### src/rtl/decode_pkg.sv
// Decode-stage encodings: MIPS opcode/funct values, ALU ops, control bundle and FSM/select enums.
// Shared by decode_ctrl_lut and decode_stage_pipe.
package decode_pkg;

  localparam logic [5:0] OP_RTYPE = 6'h00, OP_J     = 6'h02, OP_JAL  = 6'h03, OP_BEQ   = 6'h04,
                         OP_BNE   = 6'h05, OP_ADDI  = 6'h08, OP_ADDIU = 6'h09, OP_SLTI = 6'h0a,
                         OP_SLTIU = 6'h0b, OP_ANDI  = 6'h0c, OP_ORI  = 6'h0d, OP_XORI  = 6'h0e,
                         OP_LUI   = 6'h0f, OP_LB    = 6'h20, OP_LH   = 6'h21, OP_LW    = 6'h23,
                         OP_SB    = 6'h28, OP_SH    = 6'h29, OP_SW   = 6'h2b;

  localparam logic [5:0] FN_SLL = 6'h00, FN_SRL = 6'h02, FN_SRA = 6'h03, FN_JR  = 6'h08,
                         FN_JALR = 6'h09, FN_ADD = 6'h20, FN_ADDU = 6'h21, FN_SUB = 6'h22,
                         FN_SUBU = 6'h23, FN_AND = 6'h24, FN_OR = 6'h25, FN_XOR = 6'h26,
                         FN_NOR = 6'h27, FN_SLT = 6'h2a, FN_SLTU = 6'h2b;

  // aluop 0 is reserved for "no operation" so an all-zero ctrl_t is a clean bubble
  localparam logic [3:0] ALU_NOP = 4'd0, ALU_ADD = 4'd1, ALU_SUB = 4'd2, ALU_AND = 4'd3,
                         ALU_OR  = 4'd4, ALU_XOR = 4'd5, ALU_NOR = 4'd6, ALU_SLT = 4'd7,
                         ALU_SLTU = 4'd8, ALU_SLL = 4'd9, ALU_SRL = 4'd10, ALU_SRA = 4'd11,
                         ALU_LUI = 4'd12;

  localparam logic [1:0] LD_W = 2'd0, LD_B = 2'd1, LD_H = 2'd2;
  localparam logic [1:0] BOP_NONE = 2'd0, BOP_EQ = 2'd1, BOP_NE = 2'd2;

  typedef struct packed {
    logic [3:0] aluop;
    logic       alusrc;
    logic       regdst;
    logic       memrd;
    logic       memwr;
    logic [1:0] loadsel;
    logic       memtoreg;
    logic       regwrite;
    logic       link;
    logic [1:0] bop;
  } ctrl_t;

  typedef enum logic [1:0] {FWD_RF = 2'b00, FWD_M = 2'b01, FWD_W = 2'b10} fwd_sel_e;
  typedef enum logic [1:0] {JMP_NONE = 2'b00, JMP_J = 2'b01, JMP_R = 2'b10} jump_e;
  typedef enum logic {LU_RUN = 1'b0, LU_STALL = 1'b1} lu_state_e;

  // The producer now in E reaches M when the consumer reaches E, hence the one-stage shift
  function automatic fwd_sel_e fwd_pick(input logic e_hit, input logic m_hit, input logic w_hit);
    if (e_hit) return FWD_M;
    if (m_hit || w_hit) return FWD_W;
    return FWD_RF;
  endfunction

endpackage

### src/rtl/decode_ctrl_lut.sv
// Combinational opcode/funct decode into ctrl_t, rt usage, jump kind and immediate extension.
// Zero latency; unknown encodings decode to an all-zero ctrl_t.
module decode_ctrl_lut
  import decode_pkg::*;
(
  input  logic [5:0] opcode,
  input  logic [5:0] funct,
  output ctrl_t      ctrl,
  output logic       uses_rt,
  output jump_e      jump_kind,
  output logic       sext
);

  always_comb begin
    ctrl      = '0;
    uses_rt   = 1'b0;
    jump_kind = JMP_NONE;
    sext      = 1'b1;
    case (opcode)
      OP_RTYPE: begin
        uses_rt       = 1'b1;
        ctrl.regdst   = 1'b1;
        ctrl.regwrite = 1'b1;
        case (funct)
          FN_ADD, FN_ADDU: ctrl.aluop = ALU_ADD;
          FN_SUB, FN_SUBU: ctrl.aluop = ALU_SUB;
          FN_AND:  ctrl.aluop = ALU_AND;
          FN_OR:   ctrl.aluop = ALU_OR;
          FN_XOR:  ctrl.aluop = ALU_XOR;
          FN_NOR:  ctrl.aluop = ALU_NOR;
          FN_SLT:  ctrl.aluop = ALU_SLT;
          FN_SLTU: ctrl.aluop = ALU_SLTU;
          FN_SLL:  ctrl.aluop = ALU_SLL;
          FN_SRL:  ctrl.aluop = ALU_SRL;
          FN_SRA:  ctrl.aluop = ALU_SRA;
          FN_JR: begin
            ctrl      = '0;
            uses_rt   = 1'b0;
            jump_kind = JMP_R;
          end
          FN_JALR: begin
            uses_rt   = 1'b0;
            ctrl.link = 1'b1;
            jump_kind = JMP_R;
          end
          default: begin
            ctrl    = '0;
            uses_rt = 1'b0;
          end
        endcase
      end
      OP_J:   jump_kind = JMP_J;
      OP_JAL: begin
        jump_kind     = JMP_J;
        ctrl.link     = 1'b1;
        ctrl.regwrite = 1'b1;
      end
      OP_BEQ, OP_BNE: begin
        uses_rt    = 1'b1;
        ctrl.aluop = ALU_SUB;
        ctrl.bop   = (opcode == OP_BEQ) ? BOP_EQ : BOP_NE;
      end
      OP_ADDI, OP_ADDIU, OP_SLTI, OP_SLTIU, OP_ANDI, OP_ORI, OP_XORI, OP_LUI: begin
        ctrl.alusrc   = 1'b1;
        ctrl.regwrite = 1'b1;
        sext          = !(opcode inside {OP_ANDI, OP_ORI, OP_XORI});
        case (opcode)
          OP_SLTI:  ctrl.aluop = ALU_SLT;
          OP_SLTIU: ctrl.aluop = ALU_SLTU;
          OP_ANDI:  ctrl.aluop = ALU_AND;
          OP_ORI:   ctrl.aluop = ALU_OR;
          OP_XORI:  ctrl.aluop = ALU_XOR;
          OP_LUI:   ctrl.aluop = ALU_LUI;
          default:  ctrl.aluop = ALU_ADD;
        endcase
      end
      OP_LB, OP_LH, OP_LW: begin
        ctrl.aluop    = ALU_ADD;
        ctrl.alusrc   = 1'b1;
        ctrl.memrd    = 1'b1;
        ctrl.memtoreg = 1'b1;
        ctrl.regwrite = 1'b1;
        ctrl.loadsel  = (opcode == OP_LB) ? LD_B : (opcode == OP_LH) ? LD_H : LD_W;
      end
      OP_SB, OP_SH, OP_SW: begin
        uses_rt      = 1'b1;
        ctrl.aluop   = ALU_ADD;
        ctrl.alusrc  = 1'b1;
        ctrl.memwr   = 1'b1;
        ctrl.loadsel = (opcode == OP_SB) ? LD_B : (opcode == OP_SH) ? LD_H : LD_W;
      end
      default: ;
    endcase
  end

endmodule

### src/rtl/decode_stage_pipe.sv
// MIPS decode stage: regfile, decode, forward selects, load-use interlock, D->E register (1 cycle).
// i_hold freezes D->E and FSM; o_stall holds fetch. `DEC_WB_BYPASS_EN makes the regfile write-through.
module decode_stage_pipe
  import decode_pkg::*;
#(
  parameter  int XLEN  = 32,
  parameter  int NREGS = 32,
  localparam int AW    = $clog2(NREGS)
) (
  input  logic            i_clk,
  input  logic            i_rst,
  input  logic            i_valid,
  input  logic [31:0]     i_instr,
  input  logic [XLEN-1:0] i_pc4,
  output logic            o_stall,
  input  logic            i_flush,
  input  logic            i_hold,
  input  logic            i_wb_we,
  input  logic [AW-1:0]   i_wb_addr,
  input  logic [XLEN-1:0] i_wb_data,
  input  logic            i_ex_we,
  input  logic            i_ex_memread,
  input  logic [AW-1:0]   i_ex_rd,
  input  logic            i_mem_we,
  input  logic [AW-1:0]   i_mem_rd,
  output logic            o_valid,
  output logic [XLEN-1:0] o_rs_data,
  output logic [XLEN-1:0] o_rt_data,
  output logic [XLEN-1:0] o_imm,
  output logic [XLEN-1:0] o_pc4,
  output logic [AW-1:0]   o_rs,
  output logic [AW-1:0]   o_rt,
  output logic [AW-1:0]   o_rd,
  output ctrl_t           o_ctrl,
  output logic [1:0]      o_fa,
  output logic [1:0]      o_fb,
  output logic [1:0]      o_jump,
  output logic [XLEN-1:0] o_jump_addr,
  output logic [XLEN-1:0] o_jr_data
);

  ctrl_t           ctrl;
  jump_e           jump_kind;
  logic            uses_rt, sext;
  logic [AW-1:0]   rs, rt, rd_dst;
  logic [XLEN-1:0] imm_ext, rs_val, rt_val;
  logic [XLEN-1:0] rf [NREGS];
  logic            wb_rs_hit, wb_rt_hit, w_rs_fwd, w_rt_fwd;
  fwd_sel_e        fa_nxt, fb_nxt;
  logic            hazard, bubble;
  lu_state_e       state, state_nxt;

  decode_ctrl_lut u_lut (
    .opcode    (i_instr[31:26]),
    .funct     (i_instr[5:0]),
    .ctrl      (ctrl),
    .uses_rt   (uses_rt),
    .jump_kind (jump_kind),
    .sext      (sext)
  );

  assign rs      = AW'(i_instr[25:21]);
  assign rt      = AW'(i_instr[20:16]);
  assign rd_dst  = (jump_kind == JMP_J && ctrl.link) ? AW'(5'd31) : AW'(i_instr[15:11]);
  assign imm_ext = sext ? {{(XLEN-16){i_instr[15]}}, i_instr[15:0]} : {{(XLEN-16){1'b0}}, i_instr[15:0]};

  always_ff @(posedge i_clk) begin
    if (i_rst) begin
      for (int i = 0; i < NREGS; i++) rf[i] <= '0;
    end else if (i_wb_we && i_wb_addr != '0) begin
      rf[i_wb_addr] <= i_wb_data;
    end
  end

  assign wb_rs_hit = i_wb_we && (i_wb_addr != '0) && (i_wb_addr == rs);
  assign wb_rt_hit = i_wb_we && (i_wb_addr != '0) && (i_wb_addr == rt);

  always_comb begin
    rs_val = (rs == '0) ? '0 : rf[rs];
    rt_val = (rt == '0) ? '0 : rf[rt];
`ifdef DEC_WB_BYPASS_EN
    if (wb_rs_hit) rs_val = i_wb_data;
    if (wb_rt_hit) rt_val = i_wb_data;
`endif
  end

  // Without the write-through path, a same-cycle W write is picked up by the execute mux instead
`ifdef DEC_WB_BYPASS_EN
  assign w_rs_fwd = 1'b0;
  assign w_rt_fwd = 1'b0;
`else
  assign w_rs_fwd = wb_rs_hit;
  assign w_rt_fwd = wb_rt_hit;
`endif

  assign fa_nxt = fwd_pick(i_ex_we && i_ex_rd != '0 && i_ex_rd == rs,
                           i_mem_we && i_mem_rd != '0 && i_mem_rd == rs, w_rs_fwd);
  assign fb_nxt = fwd_pick(i_ex_we && i_ex_rd != '0 && i_ex_rd == rt,
                           i_mem_we && i_mem_rd != '0 && i_mem_rd == rt, w_rt_fwd);

  assign hazard = i_valid && (state == LU_RUN) && i_ex_memread && i_ex_we && (i_ex_rd != '0) &&
                  ((i_ex_rd == rs) || (uses_rt && i_ex_rd == rt));
  assign o_stall = i_hold || (hazard && !i_flush);

  always_ff @(posedge i_clk) begin
    if (i_rst) state <= LU_RUN;
    else       state <= state_nxt;
  end

  always_comb begin
    state_nxt = state;
    bubble    = 1'b0;
    case (state)
      LU_RUN: begin
        if (hazard && !i_hold && !i_flush) begin
          bubble    = 1'b1;
          state_nxt = LU_STALL;
        end
      end
      LU_STALL: if (!i_hold) state_nxt = LU_RUN;
      default:  state_nxt = LU_RUN;
    endcase
  end

  always_ff @(posedge i_clk) begin
    if (i_rst) begin
      o_valid   <= 1'b0;
      o_ctrl    <= '0;
      o_rs_data <= '0;
      o_rt_data <= '0;
      o_imm     <= '0;
      o_pc4     <= '0;
      o_rs      <= '0;
      o_rt      <= '0;
      o_rd      <= '0;
      o_fa      <= FWD_RF;
      o_fb      <= FWD_RF;
    end else if (!i_hold) begin
      if (i_flush || bubble) begin
        o_valid <= 1'b0;
        o_ctrl  <= '0;
      end else begin
        o_valid   <= i_valid;
        o_ctrl    <= i_valid ? ctrl : '0;
        o_rs_data <= rs_val;
        o_rt_data <= rt_val;
        o_imm     <= imm_ext;
        o_pc4     <= i_pc4;
        o_rs      <= rs;
        o_rt      <= rt;
        o_rd      <= rd_dst;
        o_fa      <= fa_nxt;
        o_fb      <= fb_nxt;
      end
    end
  end

  assign o_jump      = (i_valid && !o_stall && !i_flush) ? jump_kind : JMP_NONE;
  assign o_jump_addr = {i_pc4[XLEN-1:28], i_instr[25:0], 2'b00};
  assign o_jr_data   = rs_val;

endmodule

### config.mk
export PLATFORM = sky130hd
export DESIGN_NAME = decode_stage_pipe
export DESIGN_NICKNAME = d
export VERILOG_FILES = /design/src/rtl/decode_pkg.sv /design/src/rtl/decode_ctrl_lut.sv /design/src/rtl/decode_stage_pipe.sv
export SDC_FILE = /design/constraint.sdc
export NUM_CORES = 2
export LEC_CHECK = 0
export ABC_CLOCK_PERIOD_IN_PS = 5350
export CAP_MARGIN = 30
export CORE_MARGIN = 4
export CORE_UTILIZATION = 50
export CTS_CLUSTER_DIAMETER = 60
export DETAILED_ROUTE_END_ITERATION = 7
export PLACE_DENSITY = 0.73
export SLEW_MARGIN = 15
export SYNTH_ARGS = -nofsm -noshare
export SYNTH_HDL_FRONTEND = slang
export SYNTH_SLANG_ARGS = --single-unit
### constraint.sdc
create_clock -name i_clk -period 5.35 [get_ports i_clk]
set_clock_uncertainty 0.2 [all_clocks]
set_input_delay 1.605 -clock i_clk [delete_from_list [all_inputs] [get_ports i_clk]]
set_output_delay 1.605 -clock i_clk [all_outputs]
set_load 0.01 [all_outputs]
==> report_table.html <==
<table>
<tr><th>Metric</th><th>Value</th></tr>
<tr><th colspan="2">Outcome</th></tr>
<tr><td>Status</td><td>finished with violations</td></tr>
<tr><td>Failing checks</td><td>setup timing</td></tr>
<tr><th colspan="2">Floorplanning</th></tr>
<tr><td>Core region area</td><td>between 100000 and 150000 um2</td></tr>
<tr><td>Die width</td><td>roughly 360 um</td></tr>
<tr><td>Total number of placement rows</td><td>~130</td></tr>
<tr><td>Initial core utilization</td><td>50.5%</td></tr>
<tr><td>Die area</td><td>roughly 130000 um2</td></tr>
<tr><td>Chip Height</td><td>between 300 and 400 um</td></tr>
<tr><td>I/O pin cnt</td><td>350</td></tr>
<tr><th colspan="2">Logic synthesis</th></tr>
<tr><td>Commonest register cell after synthesis</td><td>edfxtp_1</td></tr>
<tr><td>Synthesized area divided by synthesized cell count</td><td>between 10 and 15 um2</td></tr>
<tr><td>Sequential fraction of the synthesis area</td><td>55.6%</td></tr>
<tr><td>Number of flops mapped to enable cells by yosys</td><td>~1000</td></tr>
<tr><td>Cells after synthesis</td><td>~4600</td></tr>
<tr><td>Yosys synthesis warning count</td><td>0</td></tr>
<tr><td>Total of flip-flops plus latches after synthesis</td><td>1172</td></tr>
<tr><td>Combined area of all synthesized cells</td><td>60600 um2</td></tr>
<tr><td>Post-synthesis async set-or-reset flop share</td><td>0%</td></tr>
<tr><td>Synth cell types</td><td>60</td></tr>
<tr><th colspan="2">GRT</th></tr>
<tr><td>Number of global-route vias before repair</td><td>44823</td></tr>
<tr><td>GRT Util Overall</td><td>around 36%</td></tr>
<tr><td>Maximum number of pins on one net before global-route repair</td><td>between 100 and 150</td></tr>
<tr><td>First-pass GRT wire length</td><td>between 300000 and 400000 um</td></tr>
<tr><td>Antenna violations before repair</td><td>20</td></tr>
<tr><td>GRT Residual Overflow</td><td>0</td></tr>
<tr><th colspan="2">Critical path</th></tr>
<tr><td>Top cell family by delay on the critical path</td><td>simple AND/OR/NAND/NOR gates</td></tr>
<tr><td>Slowest cell on crit path</td><td>or4_4</td></tr>
<tr><td>Source of the critical timing path</td><td>i_instr[28]</td></tr>
<tr><td>Critical-path maximum fanout</td><td>3</td></tr>
<tr><td>Kind of end point of the critical path</td><td>output pin</td></tr>
<tr><td>End of the worst register-to-register path</td><td>o_rt_data[9]$_SDFFE_PP0P_</td></tr>
<tr><td>Cell Chain, Critical Path</td><td>buf_6 -&gt; or4_4 -&gt; or4_4 -&gt; o22a_4 -&gt; o21ai_2 -&gt; or2_4 -&gt; nor3_4 -&gt; buf_2</td></tr>
<tr><td>Arrival time of the worst setup path</td><td>3580 ps</td></tr>
<tr><td>Total buffers and inverters traversed by the critical path</td><td>2</td></tr>
<tr><td>Total stage count of the critical path</td><td>8</td></tr>
<tr><td>Cell with the most instances on the worst path</td><td>or4_4</td></tr>
<tr><td>Crit path to</td><td>o_jump[0]</td></tr>
<tr><td>Setup Crit Path Kind</td><td>primary input to output pin</td></tr>
<tr><td>Worst R2R Setup Slack</td><td>between 2000 and 3000 ps</td></tr>
<tr><td>Launch instance of the worst register-to-register path</td><td>state$_SDFF_PP0_</td></tr>
<tr><td>Startpoint types</td><td>primary input</td></tr>
<tr><td>Delay of the slowest cell on the worst path</td><td>540 ps</td></tr>
<tr><td>Data required time at the worst endpoint</td><td>3550 ps</td></tr>
<tr><td>Number of cells on the worst reg-to-reg path</td><td>9</td></tr>
<tr><th colspan="2">Worst hold path</th></tr>
<tr><td>HP Class</td><td>flip-flop to flip-flop</td></tr>
<tr><th colspan="2">Detailed routing</th></tr>
<tr><td>Final routed wire length divided by cell count</td><td>approximately 34 um</td></tr>
<tr><td>Total Wirelength</td><td>about 230000 um</td></tr>
<tr><td>Remaining antenna violation count after routing</td><td>0</td></tr>
<tr><td>Total vias in the final route</td><td>45725</td></tr>
<tr><td>DRC viols</td><td>0</td></tr>
<tr><td>Initial DRC count</td><td>approximately 8300</td></tr>
<tr><td>Drt pass-1 iters</td><td>6</td></tr>
<tr><td>Number of vias per cell</td><td>6.69</td></tr>
<tr><th colspan="2">Timing</th></tr>
<tr><td>Max-slew violation count</td><td>0</td></tr>
<tr><td>Post-route setup slack</td><td>-35.4 ps</td></tr>
<tr><td>Final cycle utilization of the critical path</td><td>101%</td></tr>
<tr><td>Endpoints failing setup</td><td>2</td></tr>
<tr><td>FMAX</td><td>about 190 MHz</td></tr>
<tr><td>Worst Max-Slew Pin Slew</td><td>1100 ps</td></tr>
<tr><td>Final critical path time including I/O delays and setup</td><td>about 5400 ps</td></tr>
<tr><td>Final sum of negative setup slack</td><td>-54.1 ps</td></tr>
<tr><td>Final hold viol count</td><td>0</td></tr>
<tr><td>Slew headroom</td><td>about 27%</td></tr>
<tr><td>RSZ-0062 raised after global routing</td><td>true</td></tr>
<tr><th colspan="2">Layout</th></tr>
<tr><td>Area Growth Syn to Fin</td><td>23.1%</td></tr>
<tr><td>Proportion of layout cells with a drive suffix above 1</td><td>between 20% and 30%</td></tr>
<tr><td>Nets</td><td>roughly 5200</td></tr>
<tr><th colspan="2">Power</th></tr>
<tr><td>Peak supply drop</td><td>0.000261 V</td></tr>
<tr><td>Leakage power figure</td><td>around 27 nW</td></tr>
<tr><td>Power Total</td><td>0.0226 W</td></tr>
<tr><td>Power density over the cells</td><td>303 nW/um2</td></tr>
<tr><th colspan="2">Clock tree</th></tr>
<tr><td>Clk root buf</td><td>clkbuf_16</td></tr>
<tr><td>Hold buffer count at cts</td><td>0</td></tr>
<tr><td>Clock-pin slew on the worst setup and hold paths</td><td>roughly 60 ps</td></tr>
<tr><td>CTS tree</td><td>yes</td></tr>
<tr><td>Clock network latency to the later pin of the worst-skew pair</td><td>740 ps</td></tr>
<tr><td>CTS max path bufs</td><td>3</td></tr>
<tr><td>Number of clock buffers inserted by TritonCTS</td><td>about 120</td></tr>
<tr><td>Deepest level of the CTS H-tree</td><td>3</td></tr>
<tr><td>Clk sink count</td><td>between 1000 and 1500</td></tr>
<tr><th colspan="2">Placement</th></tr>
<tr><td>Final weighted congestion in routability-driven placement</td><td>between 0.9 and 1</td></tr>
<tr><td>Post-DP HPWL</td><td>between 100000 and 150000 um</td></tr>
<tr><td>Port-buffer cells</td><td>about 350</td></tr>
<tr><th colspan="2">Run</th></tr>
<tr><td># Max-Cap Violations</td><td>0</td></tr>
</table>
[Yosys cell counts, types with 29 or more instances]
master	number	area (um2)
buf_1	37	139
o22ai_1	40	250
mux2i_1	317	3170
buf_2	48	240
a21oi_1	101	505
o21ai_0	52	260
a31o_2	29	254
dfxtp_1	148	2960
buf_4	54	405
edfxtp_1	1024	30700
nand3_1	65	325
nor3_1	59	295
clkbuf_1	366	1370
a22oi_1	161	1210
o221ai_1	36	315
and2_1	995	6220
mux4_2	348	7840
nand2_1	328	1230
nor3_2	32	320
nor2_1	93	349
a211oi_1	37	278
[state kept, by name, indices dropped and copies added (netlist names), 2 cells and up]
register and count:
o_pc4 32, o_rt_data 32, o_fb 2, o_fa 2, rf 1024, o_rs_data 32
o_rd 5, o_imm 17, o_ctrl 14, o_rs 5, o_rt 5
[layout make-up]
class                   instances  area [um2]
inverters                       5        21.3
well taps                    1612        2020
fillers                      8911       45500
flip-flops and latches       1172       33700
multi-input cells            2948       25800
diodes                         18        45.0
clock buffers                 159        3450
repair buffers                856        8960
clock inverters                69         564
[layout by cell type (no fill, tap or decap), types with 26 or more instances in the layout]
cell type,n
a211oi_1,36
a21oi_1,101
a22oi_1,126
a22oi_2,35
a31o_2,29
and2_1,994
buf_12,90
buf_4,355
buf_8,29
clkbuf_16,131
clkdlybuf4s50_1,293
clkinv_2,26
conb_1,34
dfxtp_1,148
edfxtp_1,1024
mux2i_1,306
mux4_2,348
nand2_1,318
nand3_1,49
nor2_1,55
nor3_1,56
nor3_2,32
o21ai_4,31
o221ai_1,31
o22ai_1,40
[how the worst min path moves through the flow]
| stage | startpoint | to | slack [ps] | cells after the start |
|---|---|---|---|---|
| global route | o_pc4[5]$_SDFFE_PP0P_ | o_pc4[5]$_SDFFE_PP0P_ | 270 | 2 |
| finish | o_pc4[0]$_SDFFE_PP0P_ | o_pc4[0]$_SDFFE_PP0P_ | 250 | 2 |
| floorplan | state$_SDFF_PP0_ | state$_SDFF_PP0_ | 240 | 2 |
| detailed placement | o_ctrl[2]$_SDFFE_PP0N_ | o_ctrl[2]$_SDFFE_PP0N_ | 240 | 2 |
| global placement | o_ctrl[2]$_SDFFE_PP0N_ | o_ctrl[2]$_SDFFE_PP0N_ | 240 | 2 |
| CTS | o_pc4[28]$_SDFFE_PP0P_ | o_pc4[28]$_SDFFE_PP0P_ | 250 | 2 |
[layer usage]
layer / track usage (%) / part of all wire [%] / up-vias
met5: 0.679 / 0.068 / -
met4: 20.8 / 7.0 / 8
met3: 12.5 / 15 / 913
met2: 52.7 / 44 / 4092
met1: 45.3 / 34 / 22569
li1: - / - / 18143
[report_power, final]
group / switching (W) / internal (W)
logic: 0.00183 / 0.00144
clock network: 0.00370 / 0.00490
registers: 0.000287 / 0.0104
total: 0.00582 / 0.0168
[metrics by stage]
step | std cells | utilization [%] | hold slack (ps) | instance area, um2 | setup WS (ps)
after global routing | 6826 | 62.1 | 269 | 74600 | -51.5
after floorplan | 4644 | - | 239 | 60700 | -272
final | 6839 | 62.1 | 253 | 74600 | -35.4
after global placement | 6514 | 57.2 | 236 | 68800 | -893
after detailed placement | 6529 | 57.5 | 241 | 69000 | -902
after CTS | 6795 | 61.7 | 255 | 74100 | -36.8
[kinds of logic (layout without fill, tap and decap cells)]
family | after synthesis | count (layout) | synth area share (%)
AOI/OAI and AO/OA | 522 | 522 | 6.01
xor gates and xnor gates | 30 | 30 | 0.434
buffers and inverters | 524 | 1089 | 3.85
DFF | 1172 | 1172 | 55.6
muxes | 677 | 677 | 18.4
other | 1 | 52 | 0.00619
and+or+nand+nor | 1685 | 1685 | 15.7
[what timing repair did]
| action | CTS | global route |
|---|---|---|
| pin swaps | 39 | 21 |
| setup endpoints to repair | 35 | 34 |
| cloned | 8 | 2 |
| gates resized for setup | 242 | 60 |
| buffers inserted | 31 | 9 |
[worst min-delay path: stages (launching register included)]
cell	delay, ps
dfxtp_1	310
nand2_1	50
a21oi_1	50
Note: power is estimated with default switching activity, not from simulation.
